<file path="config.mk">
export PLATFORM = sky130hd
export DESIGN_NAME = nco_sweep_ctrl
export DESIGN_NICKNAME = d
export VERILOG_FILES = /design/src/rtl/nco_sweep_ctrl.sv
export SDC_FILE = /design/constraint.sdc
export NUM_CORES = 1
export LEC_CHECK = 0
export ABC_AREA = 1
export CORE_ASPECT_RATIO = 0.8
export CORE_MARGIN = 5
export CORE_UTILIZATION = 40
export DETAILED_ROUTE_END_ITERATION = 12
export SYNTH_ARGS = -nofsm -noshare
export SYNTH_HDL_FRONTEND = slang
export SYNTH_SLANG_ARGS = --single-unit
export TNS_END_PERCENT = 10
</file>
<file path="constraint.sdc">
create_clock -name clk -period 3.3 [get_ports clk]
set_input_delay 0.66 -clock clk [delete_from_list [all_inputs] [get_ports clk]]
set_output_delay 0.66 -clock clk [all_outputs]
set_load 0.1 [all_outputs]
</file>
<file path="src/rtl/nco_sweep_ctrl.sv">
// nco_sweep_ctrl: phase-increment sweep (chirp) generator feeding an nco phi_inc_i input.
// Steps the increment from a start value to a stop value in fixed steps. Each value is held
// for a programmable number of clken cycles. The sweep can optionally repeat.
//
// Optional feature: define SWEEP_TRIANGLE_EN to add the tri_i input and a DOWN state. With
// tri_i set at start, the sweep runs up to stop and then back down to start.
//
// Ports:
//   clk          nco clock
//   reset_n      asynchronous active-low reset
//   clken        clock enable shared with the nco; low freezes all sequencing
//   start_i      one-cycle start request, honoured only in IDLE
//   abort_i      one-cycle abort, honoured in any state; wins over start_i
//   repeat_i     sampled at start; restart from phi_start after reaching stop
//   tri_i        (SWEEP_TRIANGLE_EN only) sampled at start; triangle sweep
//   phi_start_i  first increment, sampled at start
//   phi_stop_i   last increment, sampled at start
//   phi_step_i   step size (nonzero), sampled at start
//   dwell_i      clken cycles each value is held (0 behaves as 1), sampled at start
//   phi_inc_o    registered increment to the nco
//   busy_o       high while a sweep is active
//   step_o       one-cycle pulse when phi_inc_o takes a new value
//   done_o       one-cycle pulse at the end of a non-repeating sweep
//   err_o        one-cycle pulse when a start request is rejected
module nco_sweep_ctrl #(
   parameter int unsigned PHW     = 32,
   parameter int unsigned DWELL_W = 16
) (
   input  logic               clk,
   input  logic               reset_n,
   input  logic               clken,
   input  logic               start_i,
   input  logic               abort_i,
   input  logic               repeat_i,
`ifdef SWEEP_TRIANGLE_EN
   input  logic               tri_i,
`endif
   input  logic [PHW-1:0]     phi_start_i,
   input  logic [PHW-1:0]     phi_stop_i,
   input  logic [PHW-1:0]     phi_step_i,
   input  logic [DWELL_W-1:0] dwell_i,
   output logic [PHW-1:0]     phi_inc_o,
   output logic               busy_o,
   output logic               step_o,
   output logic               done_o,
   output logic               err_o
);

   typedef enum logic [1:0] {
      StIdle,
      StRun,
`ifdef SWEEP_TRIANGLE_EN
      StDown,
`endif
      StDone
   } state_e;

   state_e               state_q, state_d;
   logic [PHW-1:0]       phi_inc_q, phi_inc_d;
   logic [PHW-1:0]       start_q, start_d;
   logic [PHW-1:0]       stop_q, stop_d;
   logic [PHW-1:0]       step_q, step_d;
   logic                 repeat_q, repeat_d;
   logic [DWELL_W-1:0]   dwell_q, dwell_d;
   logic [DWELL_W-1:0]   cnt_q, cnt_d;
   logic                 busy_q, busy_d;
   logic                 step_pulse_q, step_pulse_d;
   logic                 done_q, done_d;
   logic                 err_q, err_d;
`ifdef SWEEP_TRIANGLE_EN
   logic                 tri_q, tri_d;
   logic [PHW:0]         dn_diff;
   logic [PHW-1:0]       dn_next;
`endif

   logic [PHW:0]         up_sum;
   logic [PHW-1:0]       up_next;
   logic [DWELL_W-1:0]   dwell_ld;
   logic                 hold_end;

   // One extra bit keeps the carry, so a sum that wraps past 2^PHW still clamps to stop.
   always_comb begin
      up_sum  = {1'b0, phi_inc_q} + {1'b0, step_q};
      up_next = (up_sum >= {1'b0, stop_q}) ? stop_q : up_sum[PHW-1:0];
   end

`ifdef SWEEP_TRIANGLE_EN
   // A borrow in the top bit means the difference went below zero; clamp to start.
   always_comb begin
      dn_diff = {1'b0, phi_inc_q} - {1'b0, step_q};
      dn_next = (dn_diff[PHW] || (dn_diff[PHW-1:0] <= start_q)) ? start_q : dn_diff[PHW-1:0];
   end
`endif

   assign dwell_ld = (dwell_i == '0) ? DWELL_W'(1) : dwell_i;
   assign hold_end = clken && (cnt_q == DWELL_W'(1));

   always_comb begin
      state_d      = state_q;
      phi_inc_d    = phi_inc_q;
      start_d      = start_q;
      stop_d       = stop_q;
      step_d       = step_q;
      repeat_d     = repeat_q;
      dwell_d      = dwell_q;
      cnt_d        = cnt_q;
      busy_d       = busy_q;
      step_pulse_d = 1'b0;
      done_d       = 1'b0;
      err_d        = 1'b0;
`ifdef SWEEP_TRIANGLE_EN
      tri_d        = tri_q;
`endif

      if (abort_i) begin
         state_d = StIdle;
         busy_d  = 1'b0;
      end else begin
         unique case (state_q)
            StIdle: begin
               if (start_i) begin
                  if ((phi_step_i == '0) || (phi_start_i > phi_stop_i)) begin
                     err_d = 1'b1;
                  end else begin
                     start_d      = phi_start_i;
                     stop_d       = phi_stop_i;
                     step_d       = phi_step_i;
                     repeat_d     = repeat_i;
                     dwell_d      = dwell_ld;
                     cnt_d        = dwell_ld;
`ifdef SWEEP_TRIANGLE_EN
                     tri_d        = tri_i;
`endif
                     phi_inc_d    = phi_start_i;
                     step_pulse_d = 1'b1;
                     busy_d       = 1'b1;
                     state_d      = StRun;
                  end
               end
            end

            StRun: begin
               if (clken) begin
                  if (hold_end) begin
                     cnt_d = dwell_q;
                     if (phi_inc_q != stop_q) begin
                        phi_inc_d    = up_next;
                        step_pulse_d = 1'b1;
                     end else
`ifdef SWEEP_TRIANGLE_EN
                     // A single-point triangle has nothing to descend through.
                     if (tri_q && (stop_q != start_q)) begin
                        phi_inc_d    = dn_next;
                        step_pulse_d = 1'b1;
                        state_d      = StDown;
                     end else
`endif
                     if (repeat_q) begin
                        phi_inc_d    = start_q;
                        step_pulse_d = 1'b1;
                     end else begin
                        busy_d  = 1'b0;
                        done_d  = 1'b1;
                        state_d = StDone;
                     end
                  end else begin
                     cnt_d = cnt_q - DWELL_W'(1);
                  end
               end
            end

`ifdef SWEEP_TRIANGLE_EN
            StDown: begin
               if (clken) begin
                  if (hold_end) begin
                     cnt_d = dwell_q;
                     if (phi_inc_q != start_q) begin
                        phi_inc_d    = dn_next;
                        step_pulse_d = 1'b1;
                     end else if (repeat_q) begin
                        // phi_inc_q equals start here, so up_next is start+step clamped.
                        phi_inc_d    = up_next;
                        step_pulse_d = 1'b1;
                        state_d      = StRun;
                     end else begin
                        busy_d  = 1'b0;
                        done_d  = 1'b1;
                        state_d = StDone;
                     end
                  end else begin
                     cnt_d = cnt_q - DWELL_W'(1);
                  end
               end
            end
`endif

            StDone: begin
               state_d = StIdle;
            end

            default: begin
               state_d = StIdle;
               busy_d  = 1'b0;
            end
         endcase
      end
   end

   always_ff @(posedge clk or negedge reset_n) begin
      if (!reset_n) begin
         state_q      <= StIdle;
         phi_inc_q    <= '0;
         start_q      <= '0;
         stop_q       <= '0;
         step_q       <= '0;
         repeat_q     <= 1'b0;
         dwell_q      <= '0;
         cnt_q        <= '0;
         busy_q       <= 1'b0;
         step_pulse_q <= 1'b0;
         done_q       <= 1'b0;
         err_q        <= 1'b0;
`ifdef SWEEP_TRIANGLE_EN
         tri_q        <= 1'b0;
`endif
      end else begin
         state_q      <= state_d;
         phi_inc_q    <= phi_inc_d;
         start_q      <= start_d;
         stop_q       <= stop_d;
         step_q       <= step_d;
         repeat_q     <= repeat_d;
         dwell_q      <= dwell_d;
         cnt_q        <= cnt_d;
         busy_q       <= busy_d;
         step_pulse_q <= step_pulse_d;
         done_q       <= done_d;
         err_q        <= err_d;
`ifdef SWEEP_TRIANGLE_EN
         tri_q        <= tri_d;
`endif
      end
   end

   assign phi_inc_o = phi_inc_q;
   assign busy_o    = busy_q;
   assign step_o    = step_pulse_q;
   assign done_o    = done_q;
   assign err_o     = err_q;

endmodule

</file>
**Word-level counts from Yosys, hierarchy flattened**

Cells that the tools add are included.

- Register bits: 167
- Input port bits: 118

- Add/sub/neg operators: 2
- Order comparisons: 2
- Equality and inequality tests: 16
- Multiplexer cells: 48
- Bitwise gates (word level): 2
- Reductions and logical operators: 11

Operator list:

| kind | count |
|---|---|
| $mux 32 | 7 |
| $mux 16 | 5 |
| $pmux 32 s2 | 1 |
| $add 32x32->33 | 1 |
| $ge 33x32->1 | 1 |
| $gt 32x32->1 | 1 |
| $logic_not 32->1 | 1 |
| $ne 32x32->1 | 1 |
| $pmux 16 s2 | 1 |
| $mux 1 | 24 |
| $ne 3x3->1 const B | 7 |
| $eq 16x1->1 const B | 1 |
| $logic_not 16->1 | 1 |
| $sub 16x1->16 const B | 1 |
| $mux 2 | 7 |
| $reduce_and 7->1 | 2 |
| $ne 2x2->1 const B | 5 |
| $reduce_and 6->1 | 1 |
| $reduce_and 5->1 | 1 |
| $pmux 2 s2 | 1 |
| $reduce_and 4->1 | 1 |
| $pmux 1 s3 | 1 |
| $eq 2x1->1 const B | 1 |
| $eq 2x2->1 const B | 1 |
| 6 further kinds | 7 |

**Logic depth before layout (Yosys ltp)**

Gate-level depths: netlist of the first run.

- Depth in word-level cells: 7
- Depth in mapped cells: 30
- Depth with buffers taken out: 29

**Least setup slack after synthesis of the first run**

OpenSTA, ideal clock, no wires.

- Kind: flip-flop to flip-flop
- Start: register phi_inc_q[0] (netlist: phi_inc_o[0])
- End: register phi_inc_q[1] (netlist: phi_inc_o[1])
- Library setup time: 78 ps
- Arrival: 4,008 ps
- Data required time: 3,222 ps
- Setup slack: -786 ps
- Cell stages (with the launch flop): 26
- Buffers on the path: 1
- Period minus slack after synthesis: 4,086 ps
- Cells stage by stage: dfrtp_1 -> ha_1 -> fa_1 -> nand3_1 -> nand2_1 -> a21oi_1 -> o211ai_1 -> nand2_1 -> nand2_1 -> xor2_1 -> ha_1 -> a21oi_1 -> o21a_1 -> nor2_1 -> nor2_1 -> nand2_1 -> nand2_1 -> nand2_1 -> nand2_1 -> nand2_1 -> nand2_1 -> clkbuf_1 -> nand3_1 -> nand3_1 -> nand2_1 -> a21oi_1

- Word-level cells in the longest chain between the ends: 7
- Elaborated cells on any way between the ends: 10
- Classes of those cells: add/sub: 1; order compare: 1; eq/ne: 2; mux: 5; reduce/logical: 1

RTL lines:

| what | line | source |
|---|---|---|
| start: declaration | 59 | `logic [PHW-1:0] phi_inc_q, phi_inc_d;` |
| start signal: assignment | 228 | `phi_inc_q <= phi_inc_d;` |
| $add 32x32->33 | 83 | `up_sum = {1'b0, phi_inc_q} + {1'b0, step_q};` |
| $ge 33x32->1 | 84 | `up_next = (up_sum >= {1'b0, stop_q}) ? stop_q : up_sum[PHW-1:0];` |
| $mux 32 | 84 |  |
| $mux 32 | 146 | `if (phi_inc_q != stop_q) begin` |
| $mux 32 | 144 | `if (hold_end) begin` |
| $mux 32 | 143 | `if (clken) begin` |
| $pmux 32 s2 | 119 | `unique case (state_q)` |

Parallel ways exist; a longest one is shown, timed or not. The select of a mux whose other input is x is not followed.
A chain may end at the register's enable or synchronous reset.

**Final worst setup path of the first run**

- Start: register phi_inc_q[9] (netlist: phi_inc_o[9])
- End: register phi_inc_q[20] (netlist: phi_inc_o[20])

The elaborated chain is that of the path after synthesis.

==> results of run 1 <==
timing repair:
item / in CTS / in global routing
setup endpoints to repair: 32 / 123
gates cloned: 2 / 2
setup buffers: 6 / 8
gates resized for setup: 59 / 101
pin swaps: 8 / 27
cell families after synthesis:
kind of cell               synth area share
xor gates and xnor gates            0.03205
adders and majority gates            0.1013
buffers and inverters               0.09909
AOI/OAI and AO/OA                    0.1459
DFF                                  0.3398
and+or+nand+nor                      0.2818
final timing paths:
path	from	to	slack (ps)	cells after the start
worst max-delay path	phi_inc_o[9]	phi_inc_o[20]	-560	22
worst min-delay path	reset_n	step_q[18]	180	1
worst max register to register	phi_inc_o[9]	phi_inc_o[20]	-560	22
worst min register to register	start_q[29]	start_q[29]	480	2
max in group asynchronous	reset_n	dwell_q[7]	2420	2
min in group clk	start_q[29]	start_q[29]	480	2
routing by layer:
| layer | up-vias | routed length [µm] |
|---|---|---|
| li1 | 6485 | - |
| met1 | 6244 | 24950 |
| met2 | 515 | 19880 |
| met3 | 37 | 3892 |
| met4 | 0 | 707 |
| met5 | - | 0 |
flip-flops by register name (all words and copies together), names as in the netlist:
name,flops
state_q,2
step_q,32
dwell_q,16
busy_o,1
repeat_q,1
step_o,1
start_q,32
stop_q,32
cnt_q,16
phi_inc_o,32
done_o,1
err_o,1
stage by stage:
stage	instance area, µm²	hold WS (ps)	setup WS, ps	TNS [ps]	util
after floorplan	12430	364.4	-240.0	-7403	-
after global placement	16240	459.0	-790.5	-53100	0.5347
after detailed placement	16240	463.9	-742.2	-52140	0.5347
after CTS	17260	185.8	-455.2	-13260	0.5681
after global routing	17830	210.4	-709.1	-21140	0.5869
final	17830	176.6	-556.4	-16620	0.5869
layout make-up:
class	instances	area (µm²)	share of cell area
inverter	233	874.6	0.04905
sequential	167	4220	0.2367
tap	413	516.7	0.02898
clock inverter	14	145.1	0.008140
multi-input combinational	1293	7712	0.4326
clock buffer	18	429.2	0.02407
timing repair buffer	438	3931	0.2205
cells in the mapped netlist (5+ instances only):
cell type	n	area share
a21o_1	5	0.0031
a21oi_1	93	0.038
a31oi_1	9	0.0046
buf_2	11	0.0045
buf_6	14	0.013
clkbuf_1	24	0.0073
dfrtp_1	167	0.34
ha_1	98	0.10
inv_1	223	0.068
inv_2	9	0.0027
nand2_1	491	0.15
nand3_1	104	0.042
nand4_1	12	0.0061
nor2_1	174	0.053
nor3_1	14	0.0057
nor4_1	22	0.011
o211ai_1	6	0.0037
o21ai_0	82	0.033
o21ai_1	59	0.024
o21ai_2	23	0.016
o21bai_1	8	0.0049
o22ai_1	8	0.0041
xnor2_1	18	0.013
xor2_1	27	0.019
==> results.sh, run 1 <==
export IMPL_outcome="finished, violations left"
export IMPL_violations="setup timing"
export IMPL_wl_per_cell_um=19.19
export IMPL_row_count=57
export IMPL_avgSynthCellArea_um2=7.031
export IMPL_synth_cell_types=49
export IMPL_most_common_layout_cells="nand2_1, buf_4, inv_1"
export IMPL_dieArea_um2=34370
export IMPL_grt_use_total=0.2821
export IMPL_drc=0
export IMPL_cap_viol_max_count=0
export IMPL_setup_ws_ps=-556.4
export IMPL_clkSinkCount=167
export IMPL_synthFlopType="dfrtp_1"
export IMPL_placedCellCount=2527
export IMPL_maxSlewViolCount=0
export IMPL_rsz0062_at_grt="true"
export IMPL_tightestPinTransition_ps=821.9
export IMPL_syn_to_final_growth_pct=44.98
export IMPL_crit_buf_inv=4
export IMPL_finalHoldViolations=0
export IMPL_grtUsageMet2=0.3769
export IMPL_required_ps=3640
export IMPL_grt_max_degree=72
export IMPL_cts_root_buffer_cell="clkbuf_16"
export IMPL_critPathMaxFanout=8
export IMPL_final_common_cell="nand2_1"
export IMPL_worstPathArrival_ps=4200
export IMPL_hold_class="primary input to asynchronous set/reset pin"
export IMPL_grt_busiest_layer="met1"
export IMPL_vias=13280
export IMPL_ctsHoldBuffers=0
export IMPL_cp_slowest_cell="dfrtp_2"
export IMPL_slowest_delay_ps=430
export IMPL_setup_viol=32
export IMPL_grt_first_pass_wirelength_um=74690
export IMPL_drt_total_wl_um=49430
export IMPL_worstSkewPairLatency_ps=460
export IMPL_grt_overflow_total=0
export IMPL_max_freq_ghz=0.2593
export IMPL_grt_pass1_vias=12380
export IMPL_use_met3=0.03907
export IMPL_path_class="flip-flop to flip-flop"
export IMPL_yosys_warnings=0
export IMPL_dr_pass1_iters=5
export IMPL_start_util=0.4048
export IMPL_fp_dieH_um=166.8
export IMPL_synthArstFlopShare=1.000
export IMPL_drive_gt1_frac=0.2626
export IMPL_fin_crit_sh=1.169
export IMPL_cts_tree="built"
export IMPL_antenna_cells=0
export IMPL_finalCriticalPeriod_ps=3856
export IMPL_end_kind="flip-flop"
export IMPL_layout_nets=2367
export IMPL_first_iter_violations=1539
export IMPL_die_x_um=206.0
export IMPL_place_congestion=0.9969
export IMPL_startpoint_type="flip-flop"
export IMPL_antenna_found_initial=0
export IMPL_hpwl_um=39130
export IMPL_nFillCells=2964
export IMPL_syn_num_nets=1966
export IMPL_ys_ff_latch=167
export IMPL_cts_buffers=17
export IMPL_port_buffers=153
export IMPL_coreArea_um2=30380
export IMPL_synth_edff_count=0
export IMPL_htreeDepth=4
export IMPL_ios=154
export IMPL_maxSlewHeadroom=0.4470
export IMPL_crit_family="simple AND/OR/NAND/NOR gates"
export IMPL_syn_cell_area_um2=12300
export IMPL_synthCells=1749
export IMPL_cts_buffer_depth=2
export IMPL_cp_cell_sequence="ha_2, nand2_1, nor2_2, nand2_1, o211ai_1, buf_4, nand2_1, nand2_2, xor2_4, ha_4, nand4_1, nor3_2, buf_4, a41o_1, nor2_4, nand2_8, buf_12, buf_16, nand2_2, nand3_2, nand2_2, a21oi_2"
export IMPL_drtAntennaViolNets=0
export IMPL_clk_pin_slew_ps=70
export IMPL_ys_seq_area_frac=0.3398
export IMPL_grtUsageMet1=0.4742
export IMPL_skew_ps=14.51
export IMPL_final_cells=2576
export IMPL_routed_via_density=5.156
Power of run 1 is left out: the tool's default activity adds up to more than one toggle a clock period on the data nets, which glitch-free logic cannot reach.
==> inputs of run 2 (changes only) <==
--- a/config.mk
+++ b/config.mk
@@ -10,6 +10,7 @@
 export CORE_MARGIN = 5
 export CORE_UTILIZATION = 40
 export DETAILED_ROUTE_END_ITERATION = 12
+export MAX_ROUTING_LAYER = met4
 export SYNTH_ARGS = -nofsm -noshare
 export SYNTH_HDL_FRONTEND = slang
 export SYNTH_SLANG_ARGS = --single-unit
==> results.sh, run 2 (synthesized netlist as in run 1, its figures left out) <==
export IMPL_outcome="finished, violations left"
export IMPL_violations="setup timing"
export IMPL_path_class="flip-flop to flip-flop"
export IMPL_grt_max_degree=62
export IMPL_grt_pass1_vias=12590
export IMPL_crit_family="simple AND/OR/NAND/NOR gates"
export IMPL_finalCriticalPeriod_ps=3896
export IMPL_worstSetupPathDepth=28
export IMPL_grt_use_total=0.2946
export IMPL_clkSinkCount=167
export IMPL_vias=13340
export IMPL_finalHoldViolations=0
export IMPL_drive_gt1_frac=0.2530
export IMPL_fin_util=0.5836
export IMPL_maxSlewViolCount=0
export IMPL_nFillCells=2918
export IMPL_cap_viol_max_count=0
export IMPL_antenna_found_initial=0
export IMPL_grt_overflow_total=0
export IMPL_most_common_layout_cells="nand2_1, buf_4, inv_1"
export IMPL_coreArea_um2=30380
export IMPL_antenna_cells=0
export IMPL_drtAntennaViolNets=0
export IMPL_end_kind="flip-flop"
export IMPL_crit_buf_inv=3
export IMPL_routed_via_density=5.171
export IMPL_cts_root_buffer_cell="clkbuf_16"
export IMPL_setup_tns_ps=-17360
export IMPL_cp_common_cell="nand2_1"
export IMPL_ios=154
export IMPL_cts_buffers=17
export IMPL_row_count=57
export IMPL_tightestPinTransition_ps=872.5
export IMPL_start_util=0.4048
export IMPL_fp_dieH_um=166.8
export IMPL_die_x_um=206.0
export IMPL_slowest_delay_ps=490
export IMPL_first_iter_violations=1100
export IMPL_dr_pass1_iters=6
export IMPL_setup_viol=32
export IMPL_dieArea_um2=34370
export IMPL_placedCellCount=2532
export IMPL_skew_ps=13.45
export IMPL_hpwl_um=39770
export IMPL_place_congestion=1.013
export IMPL_port_buffers=153
export IMPL_setup_ws_ps=-595.8
export IMPL_required_ps=3680
export IMPL_final_common_cell="nand2_1"
export IMPL_wl_per_cell_um=19.38
export IMPL_clk_pin_slew_ps=70
export IMPL_fin_crit_sh=1.181
export IMPL_critPathMaxFanout=8
export IMPL_rr_worst_depth=28
export IMPL_startpoint_type="flip-flop"
export IMPL_drc=0
export IMPL_htreeDepth=4
export IMPL_maxSlewHeadroom=0.4129
export IMPL_worstPathArrival_ps=4270
export IMPL_cts_tree="built"
export IMPL_cts_buffer_depth=2
export IMPL_rsz0062_at_grt="true"
export IMPL_max_freq_ghz=0.2567
export IMPL_layout_nets=2370
export IMPL_worstSkewPairLatency_ps=460
export IMPL_drt_total_wl_um=49970
export IMPL_syn_to_final_growth_pct=44.19
export IMPL_cp_slowest_cell="dfrtp_4"
export IMPL_grt_first_pass_wirelength_um=74750
export IMPL_hold_class="primary input to asynchronous set/reset pin"
export IMPL_final_cells=2579
## run 2: cell count changes in the layout (fill, tap and decap cells not counted), sizes merged
| cell | delta |
|---|---|
| buf | +1 |
| clkbuf | +4 |
| clkinv | +1 |
| clkinvlp | -3 |
## run 2: what timing repair did
action                                  CTS  global route
gates cloned                              1             4
setup buffers                             6             5
pin swaps                                11            27
endpoints found under the setup margin   32           163
hold buffers                              0             0
resized for setup                        38           101
## run 2: metal layers
layer,global-route usage,part of all wire
met3,0.07990,0.094
met2,0.3801,0.39
met4,0.05842,0.017
met1,0.4571,0.50
met5,-,0
## run 2: cell type report
type                       instances  area [µm²]  share of cell area
multi-input combinational       1293        7595              0.4283
sequential                       167        4219              0.2379
timing repair buffer             441        3930              0.2216
inverter                         233       877.1             0.04946
tap                              413       516.7             0.02914
clock buffer                      20       456.7             0.02576
clock inverter                    12       137.6            0.007762
## run 2: final timing paths
kind,slack [ps],endpoint,from
max,-600,phi_inc_o[14],phi_inc_o[0]
min reg2reg,480,start_q[29],start_q[29]
min,190,step_q[18],reset_n
max in group asynchronous,2350,phi_inc_o[22],reset_n
min in group clk,480,start_q[29],start_q[29]
max reg2reg,-600,phi_inc_o[14],phi_inc_o[0]
## run 2: through the flow
step / area (µm²) / setup slack (ps) / hold slack (ps)
6_report: 17730 / -595.8 / 189.0
5_1_grt: 17730 / -745.6 / 243.7
4_1_cts: 17090 / -475.1 / 218.3
3_5_place_dp: 16240 / -687.4 / 464.2
3_3_place_gp: 16240 / -640.1 / 459.0
2_1_floorplan: 12430 / -240.0 / 364.4
Power of run 2 is left out for the same reason.
==> inputs of run 3 (changes only) <==
--- a/config.mk
+++ b/config.mk
@@ -5,7 +5,6 @@
 export SDC_FILE = /design/constraint.sdc
 export NUM_CORES = 1
 export LEC_CHECK = 0
-export ABC_AREA = 1
 export CORE_ASPECT_RATIO = 0.8
 export CORE_MARGIN = 5
 export CORE_UTILIZATION = 40
==> constraint.sdc (replaced) <==
create_clock -name clk -period 4.9 [get_ports clk]
set_input_delay 0.98 -clock clk [delete_from_list [all_inputs] [get_ports clk]]
set_output_delay 0.98 -clock clk [all_outputs]
set_load 0.1 [all_outputs]
==> results.sh, run 3 <==
export IMPL_max_freq_ghz=0.2027
export IMPL_routed_top_layer="met4"
export IMPL_synth_top_area_cell="dfrtp_1"
export IMPL_dieArea_um2=31930
export IMPL_nFillCells=2615
export IMPL_start_util=0.4041
export IMPL_setup_viol=6
export IMPL_most_common_layout_cells="dfrtp_1, clkdlybuf4s50_1, nand2_1"
export IMPL_wl_per_cell_um=21.14
export IMPL_antenna_cells=0
export IMPL_synthCells=1222
export IMPL_synth_edff_count=0
export IMPL_antenna_found_initial=0
export IMPL_grt_first_pass_wirelength_um=57570
export IMPL_cts_buffer_depth=2
export IMPL_p_int_mw=4.947
export IMPL_wl_met1_um=18720
export IMPL_cts_buffers=17
export IMPL_clkPwrFrac=0.148
export IMPL_fin_util=0.5095
export IMPL_dr_wl_met3_um=2191
export IMPL_final_common_cell="dfrtp_1"
export IMPL_placed_cell_area_um2=13550
export IMPL_avgSynthCellArea_um2=9.308
export IMPL_synth_common_cells="dfrtp_1, nand2_1, ha_1"
export IMPL_cts_tree="built"
export IMPL_tightestPinTransition_ps=1021
export IMPL_seqPwrFrac=0.232
export IMPL_r2r_start="phi_inc_o[0]"
export IMPL_skew_ps=15.24
export IMPL_finalCriticalPeriod_ps=4934
export IMPL_ys_seq_area_frac=0.3674
export IMPL_synthArstFlopShare=1.000
export IMPL_synthTopCellsByArea="dfrtp_1, ha_1, mux2_2"
export IMPL_clkSinkCount=167
export IMPL_path_class="flip-flop to flip-flop"
export IMPL_critPathCapture="phi_inc_o[5]"
export IMPL_grt_pass1_vias=9914
export IMPL_startpoint_type="flip-flop"
export IMPL_rr_worst_depth=22
export IMPL_maxSlewHeadroom=0.3172
export IMPL_required_ps=5220
export IMPL_yosysMostFrequentCell="dfrtp_1"
export IMPL_violations="setup timing"
export IMPL_coreArea_um2=28150
export IMPL_timing_rr_end="phi_inc_o[5]"
export IMPL_setup_ws_ps=-33.67
export IMPL_final_cells=1780
export IMPL_cap_viol_max_count=0
export IMPL_placement_setup_worst_slack_ps=-86.04
export IMPL_routed_via_density=5.640
export IMPL_row_count=55
export IMPL_grt_overflow_total=0
export IMPL_ctsHoldBuffers=0
export IMPL_yosys_warnings=0
export IMPL_power_switching_mw=4.382
export IMPL_grt_use_total=0.2379
export IMPL_synthFlopType="dfrtp_1"
export IMPL_layout_nets=1614
export IMPL_outcome="finished, violations left"
export IMPL_die_x_um=198.5
export IMPL_rrSetupSlack_ps=-30
export IMPL_place_congestion=0.9501
export IMPL_finalHoldViolations=0
export IMPL_drive_gt1_frac=0.1504
export IMPL_route_met2_wl_um=15830
export IMPL_syn_to_final_growth_pct=26.08
export IMPL_fin_crit_sh=1.007
export IMPL_vias=10040
export IMPL_yosysTopAreaCellShare=0.3674
export IMPL_fp_dieH_um=160.8
export IMPL_hpwl_um=28460
export IMPL_worstPathArrival_ps=5260
export IMPL_ys_ff_latch=167
export IMPL_stdcell_area_um2=14340
export IMPL_htreeDepth=4
export IMPL_worstSkewPairLatency_ps=450
export IMPL_dr_pass1_iters=7
export IMPL_ios=154
export IMPL_synth_cell_types=81
export IMPL_first_iter_violations=842
export IMPL_rsz0062_at_grt="true"
export IMPL_grt_max_degree=88
export IMPL_drc=0
export IMPL_cellPowerDensity_nw_per_um2=650.5
export IMPL_cp_startpoint="phi_inc_o[0]"
export IMPL_hold_class="flip-flop to flip-flop"
export IMPL_fin_hold_ws_ps=490.2
export IMPL_drtAntennaViolNets=0
export IMPL_combPwrFrac=0.621
export IMPL_syn_cell_area_um2=11370
export IMPL_syn_num_nets=1439
export IMPL_p_leak_nw=6.182
export IMPL_critPathMaxFanout=5
export IMPL_placedCellCount=1742
export IMPL_port_buffers=153
export IMPL_clk_pin_slew_ps=70
export IMPL_drt_total_wl_um=37620
export IMPL_end_kind="flip-flop"
export IMPL_maxSlewViolCount=0
export IMPL_swShare=0.4697
export IMPL_irDropWorstVdd_mv=0.4065
export IMPL_cts_root_buffer_cell="clkbuf_16"
==> run 3: cell count changes after synthesis, sizes merged, moves of 20 or more <==
cell and delta:
inv -148, a211oi +20, a21o +20, nor2 -103
xnor2 +38, mux2 +75, nand3 -89, o21ai -49
nand2 -389
==> run 3: through the flow <==
| step | setup TNS, ps | total power, mW |
|---|---|---|
| 2_1_floorplan | 0 | 5.892 |
| 3_3_place_gp | -4.762 | 7.405 |
| 3_5_place_dp | -437.3 | 7.455 |
| 4_1_cts | -18.76 | 8.931 |
| 5_1_grt | -3632 | 9.945 |
| 6_report | -97.79 | 9.329 |
==> run 3: layer usage <==
layer,up-vias,GRT usage
li1,4813,-
met1,4892,0.3508
met2,287,0.3337
met3,47,0.04467
met4,0,0.06526
met5,-,-
==> run 3: how the worst min path moves through the flow <==
stage	startpoint	endpoint	cells past startpoint
CTS	start_q[30]	start_q[30]	1
global placement	start_q[29]	start_q[29]	1
finish	start_q[30]	start_q[30]	1
global route	start_q[30]	start_q[30]	1
floorplan	start_q[25]	phi_inc_o[25]	1
detailed placement	start_q[30]	start_q[30]	1
==> run 3: cell type report <==
cell class                      instances  area [µm²]  area share
Timing Repair Buffer                  205        2033      0.1418
Clock buffer                           19       442.9     0.03088
Clock inverter                         13       133.9    0.009335
Multi-Input combinational cell        922        6763      0.4716
Tap cell                              370       462.9     0.03228
Inverter                               84       315.3     0.02199
Sequential cell                       167        4190      0.2922
==> run 3: kinds of logic after synthesis <==
kind of cell             share of synthesized area
AO/OA/AOI/OAI                               0.2063
AND/OR/NAND/NOR                             0.1328
flip-flops                                  0.3674
buffers and inverters                      0.05027
adder cells (fa/ha/maj)                     0.1096
multiplexers                               0.08217
XOR/XNOR                                   0.05159
==> run 3: power groups by stage <==
stage	logic, mW	clock network [mW]	registers [mW]
2_1_floorplan	3.28	0	2.61
3_3_place_gp	5.24	0	2.17
3_5_place_dp	5.28	0	2.18
4_1_cts	5.38	1.40	2.16
5_1_grt	6.28	1.46	2.21
6_report	5.79	1.38	2.16
==> run 3: repair_timing <==
action	CTS	global route
gates cloned	0	2
setup buffers	1	3
pin swaps	3	15
resized for setup	6	23
endpoints found under the setup margin	25	32
==> run 3: worst max-delay path, stage by stage, from the launching register on <==
cell       delay (ps)
dfrtp_2           430
ha_4              170
fa_2              330
a21o_1            200
a221oi_4          300
nand3_2           150
a211o_1           340
and2_4            170
a21o_4            230
o21ai_4           170
xnor2_2            90
ha_1              320
nand4_1           220
nor4_2            320
o41ai_2           150
a211o_1           330
o211a_4           200
buf_4             160
clkbuf_16         150
nand2_1            70
o211ai_1          110
o21ai_1           130
o21ai_1            70
Power figures use the tool's default switching activity.
==> RTL change 1: new RTL, settings of run 1 <==
Put one more register stage on the output `phi_inc_o`, cleared by the reset. The value now appears one clock later. The other outputs are not delayed to match. Comments in the files are not updated.
--- a/src/rtl/nco_sweep_ctrl.sv
+++ b/src/rtl/nco_sweep_ctrl.sv
@@ -243,5 +243,11 @@
    end
 
-   assign phi_inc_o = phi_inc_q;
+   always_ff @(posedge clk or negedge reset_n) begin
+      if (!reset_n) begin
+         phi_inc_o <= '0;
+      end else begin
+         phi_inc_o <= phi_inc_q;
+      end
+   end
    assign busy_o    = busy_q;
    assign step_o    = step_pulse_q;
Function: changed (a bounded check fails within 4 cycles, from zero or initial values and one cycle with reset_n low).
==> RTL change 1 against run 1 <==
The flow still finishes with violations (setup timing). Design area about the same. Sequential cell count is 32 higher. Synthesized area is 4.2% higher. Critical path depth is 4 higher. Count of clock-buffer cells in the layout decreased by 1. First-iteration DRC count is 28% lower. Setup slack worse by 0.024 ns. Routed wire length is 11% lower. Critical path type unchanged. Highest routed layer is now met5.
==> RTL change 1: results (changes against run 1) <==
Global routing
The largest net degree at the start of global routing is 65 (-9.7%). The global-route wire length before repair was 69600 um (-6.8%). The number of global-route vias before repair was 12400 (+0.41%).

The global-route usage over all layers was 0.246 (-0.0364). The initial antenna violation count is 4 (+4).

Placement
The final RePlAce weighted congestion was 0.918 (-7.9%). The number of placed instances with taps included is 2492 (-1.4%). The HPWL after detailed placement came to 33800 um (-14%).

The post-detailed-placement cell area is 16400 um2 (+1.1%). The worst-case setup slack after placement came to -0.754 ns (-0.0121 ns).

Route
The via density per instance is 5.05 (-2.1%). The sum of routed wire length over all layers came to 44200 um (-11%). The routed wire length per instance is 17.4 um (-9.1%). The initial DRC count is 1101 (-28%).

STA
The post-layout worst setup margin was -0.581 ns (-0.0242 ns). The total of endpoints with negative setup slack in the final report was 32 (unchanged). The aggregate negative setup slack came to -16.27 ns (+0.351 ns).

The setup clock skew after layout was 0.0122 ns (-0.00231 ns). The actual transition at the worst max-transition pin is 0.741 ns (-0.0812 ns).

Synthesis
The number of standard cells after synthesis is 1750 (+0.057%). By count the netlist is led by 422 x sky130_fd_sc_hd__nand2_1, 233 x sky130_fd_sc_hd__inv_1, 199 x sky130_fd_sc_hd__dfrtp_1. The number of enable-type register cells in the synthesized netlist is 0 (unchanged). By area the synthesized netlist is led by sky130_fd_sc_hd__dfrtp_1 39%, sky130_fd_sc_hd__nand2_1 12%, sky130_fd_sc_hd__ha_1 9.6%. The number of library cell types mapped by synthesis was 39 (-20%). The part of the Yosys area used for sequential elements is 0.389 (+0.0489).

Finish
The fraction of final layout cells sized beyond drive strength 1 is 0.214 (-0.0482). The number of nets at the end of the flow is 2318 (-2.1%).

Setup path
The peak fanout along the critical path is 6 (-2). The largest individual stage delay along the critical path comes from the cell sky130_fd_sc_hd__dfrtp_1. The beginning of the worst register-to-register path is step_q[0]$_DFFE_PN0P_. The depth of the worst register-to-register path came to 26 (+18%).

Outcome
The run finished, with violations left. The final reports fail on setup timing.
[RTL change 1: changes by cell type after synthesis, moves of 8 or more]
cell and change:
sky130_fd_sc_hd__o21ai_0 +22, sky130_fd_sc_hd__o22ai_1 -8, sky130_fd_sc_hd__nor4_1 -13, sky130_fd_sc_hd__xor2_1 +9, sky130_fd_sc_hd__buf_2 +13, sky130_fd_sc_hd__nand2_1 -69, sky130_fd_sc_hd__dfrtp_1 +32, sky130_fd_sc_hd__or2_2 +10
sky130_fd_sc_hd__nor2_1 +22, sky130_fd_sc_hd__buf_6 -14, sky130_fd_sc_hd__nand4_1 +9, sky130_fd_sc_hd__o21ai_2 -23, sky130_fd_sc_hd__inv_1 +10
[RTL change 1: cell type report]
| type | count | share of cell area |
|---|---|---|
| Multi-Input combinational cell | 1251 | 0.415 |
| Sequential cell | 199 | 0.280 |
| Timing Repair Buffer | 390 | 0.193 |
| Inverter | 242 | 0.0511 |
| Tap cell | 420 | 0.0295 |
| Clock buffer | 17 | 0.0239 |
| Clock inverter | 14 | 0.00786 |
[RTL change 1: final timing paths]
path	slack (ns)	endpoint
setup / recovery	-0.58	phi_inc_q[7]$_DFFE_PN0P_
hold / removal	0.15	start_q[6]$_DFFE_PN0P_
setup reg to reg	-0.58	phi_inc_q[7]$_DFFE_PN0P_
hold reg to reg	0.48	dwell_q[9]$_DFFE_PN0P_
max in group asynchronous	2.28	dwell_q[0]$_DFFE_PN0P_
min in group clk	0.48	dwell_q[9]$_DFFE_PN0P_
[RTL change 1: cells by family (layout without fill, tap and decap cells)]
group           Yosys count  after routing  synth area share
buf+inv                 300            663            0.0911
simple gates            789            789             0.254
fa+ha+maj                99             99            0.0973
compound gates          309            309             0.132
flops                   199            199             0.389
xor+xnor                 54             54            0.0369
[RTL change 1: power by group through the flow]
| stage | sequential (mW) | clock [mW] | combinational (mW) |
|---|---|---|---|
| after floorplan | 5.34 | 0 | 6.70 |
| after global placement | 4.05 | 0 | 13.8 |
| after detailed placement | 4.05 | 0 | 13.9 |
| after CTS | 4.06 | 2.16 | 15.2 |
| after global routing | 4.20 | 2.25 | 17.6 |
| final | 4.11 | 2.10 | 16.2 |
[RTL change 1: metal layers]
| layer | vias to the layer above | share of wire | track usage |
|---|---|---|---|
| met5 | - | 0.00029 | 0 |
| met2 | 369 | 0.42 | 0.352 |
| met4 | 2 | 0.0095 | 0.0403 |
| li1 | 6346 | - | - |
| met1 | 6034 | 0.51 | 0.391 |
| met3 | 34 | 0.065 | 0.0429 |
[RTL change 1: repair_timing]
item                                    4_1_cts  5_1_grt
buffers inserted                              7        5
endpoints found under the setup margin       32       32
pin swaps                                    15       44
hold endpoints to repair                      0        0
gates cloned                                  2        1
gates resized for setup                      57       91
==> RTL change 2: new RTL, config.mk and constraints of run 1 <==
Made on the original files. Add a define of `SWEEP_TRIANGLE_EN`.
--- a/src/rtl/nco_sweep_ctrl.sv
+++ b/src/rtl/nco_sweep_ctrl.sv
@@ -23,4 +23,6 @@
 //   done_o       one-cycle pulse at the end of a non-repeating sweep
 //   err_o        one-cycle pulse when a start request is rejected
+`define SWEEP_TRIANGLE_EN
+
 module nco_sweep_ctrl #(
    parameter int unsigned PHW     = 32,
Interface: changed (added tri_i); port bits go from 154 to 155. The function was not compared with the original's and may differ.
==> RTL change 2 against run 1 <==
The run still ends with setup timing left. Synthesized area grew 42%. Highest routed layer unchanged. Critical endpoint is now phi_inc_o[6]$_DFFE_PN0P_. Routed wire length increased by 55%. Global-route usage increased by 2.6 points. Design area grew 45%. Setup slack got worse by 0.58 ns. Die area is 40% higher. Sequential cell count rose by 1.
Power is left out: the tool's default activity adds up to more than one toggle a clock period on the data nets, which glitch-free logic cannot reach.
==> RTL change 2: results (changes against run 1) <==
Finish
The fraction of final layout cells sized beyond drive strength 1 is 0.287 (+0.0241). The multi-input combinational cell count came to 2088 (+61%). The total of clock buffers placed in the layout is 19 (+1).

The number of buffers outside the clock class in the layout came to 755 (+72%). The number of nets at the end of the flow came to 3700 (+56%). The count of filler cells inserted in the layout is 4005 (+35%). The layout buffering overhead excluding clock cells is 0.250 (+0.0297). The non-clock inverter total of the final layout is 382 (+64%).

The share of the final layout cell area in multi-input gates came to 0.480 (+0.0471).

CTS
The number of buffers inserted by post-CTS setup repair was 38 (+32).

Synthesis
The arithmetic-cell share of the synthesized area counting full adders, half adders and majority gates is 0.122 (+0.0205). In the post-synthesis netlist, the biggest area contributors are sky130_fd_sc_hd__dfrtp_1 24%, sky130_fd_sc_hd__nand2_1 17%, sky130_fd_sc_hd__ha_1 12%. The number of library cell types mapped by synthesis is 55 (+12%). The post-synthesis average cell area came to 6.38 um2 (-9.3%). The complex-gate fraction of the synthesized area was 0.156 (+0.00975). The xor and xnor area share after synthesis is 0.0491 (+0.0171).

Route
The routed wire length on met2 was 33000 um (+66%). The routed length on met3 is 7620 um (+96%). The routed metal-1 wire length is 34200 um (+37%). The number of optimization iterations in the first detailed-route pass came to 7 (+2). The routed wire length per instance is 19.3 um (+0.46%).

Setup path
The depth of the worst register-to-register path is 33 (+50%). The critical path's largest stage delay is 0.49 ns (+0.06 ns). The peak fanout along the critical path came to 12 (+4). The destination of the worst register-to-register timing path is phi_inc_o[6]$_DFFE_PN0P_. The beginning of the worst register-to-register path is phi_inc_o[3]$_DFFE_PN0P_.

STA
The total of endpoints with negative setup slack in the final report was 32 (unchanged). The post-layout worst setup margin is -1.14 ns (-0.584 ns). The aggregate negative setup slack was -34.37 ns (-17.74 ns).

Outcome
The run finished, with violations left. The final reports fail on setup timing.

Placement
The worst-case setup slack after placement is -1.52 ns (-0.776 ns). The final RePlAce weighted congestion came to 1.00 (+0.73%).

Global routing
The global-route met2 utilization came to 0.469 (+0.0919).

Floorplanning
The die width is 244 um (+18%).
==> RTL change 2: cell count changes after synthesis, moves of 21 or more <==
cell | before | now
sky130_fd_sc_hd__a21oi_1 | 93 | 163
sky130_fd_sc_hd__ha_1 | 98 | 167
sky130_fd_sc_hd__xnor2_1 | 18 | 44
sky130_fd_sc_hd__nand3_1 | 104 | 170
sky130_fd_sc_hd__buf_2 | 11 | 39
sky130_fd_sc_hd__inv_1 | 223 | 349
sky130_fd_sc_hd__nand2_1 | 491 | 793
sky130_fd_sc_hd__nor2_1 | 174 | 199
sky130_fd_sc_hd__nand2_2 | 2 | 33
sky130_fd_sc_hd__o21ai_2 | 23 | 0
sky130_fd_sc_hd__o21ai_0 | 82 | 221
sky130_fd_sc_hd__xor2_1 | 27 | 54
sky130_fd_sc_hd__inv_2 | 9 | 30
==> RTL change 2: worst max path at each step <==
stage | startpoint | endpoint | slack [ns] | cells after the start
6_report | phi_inc_o[3]$_DFFE_PN0P_ | phi_inc_o[6]$_DFFE_PN0P_ | -1.14 | 33
5_1_grt | phi_inc_o[0]$_DFFE_PN0P_ | phi_inc_o[6]$_DFFE_PN0P_ | -1.30 | 33
4_1_cts | phi_inc_o[0]$_DFFE_PN0P_ | phi_inc_o[21]$_DFFE_PN0P_ | -1.03 | 35
3_5_place_dp | phi_inc_o[0]$_DFFE_PN0P_ | phi_inc_o[31]$_DFFE_PN0P_ | -1.52 | 32
3_3_place_gp | phi_inc_o[0]$_DFFE_PN0P_ | phi_inc_o[31]$_DFFE_PN0P_ | -1.50 | 32
2_1_floorplan | phi_inc_o[0]$_DFFE_PN0P_ | phi_inc_o[25]$_DFFE_PN0P_ | -0.62 | 34
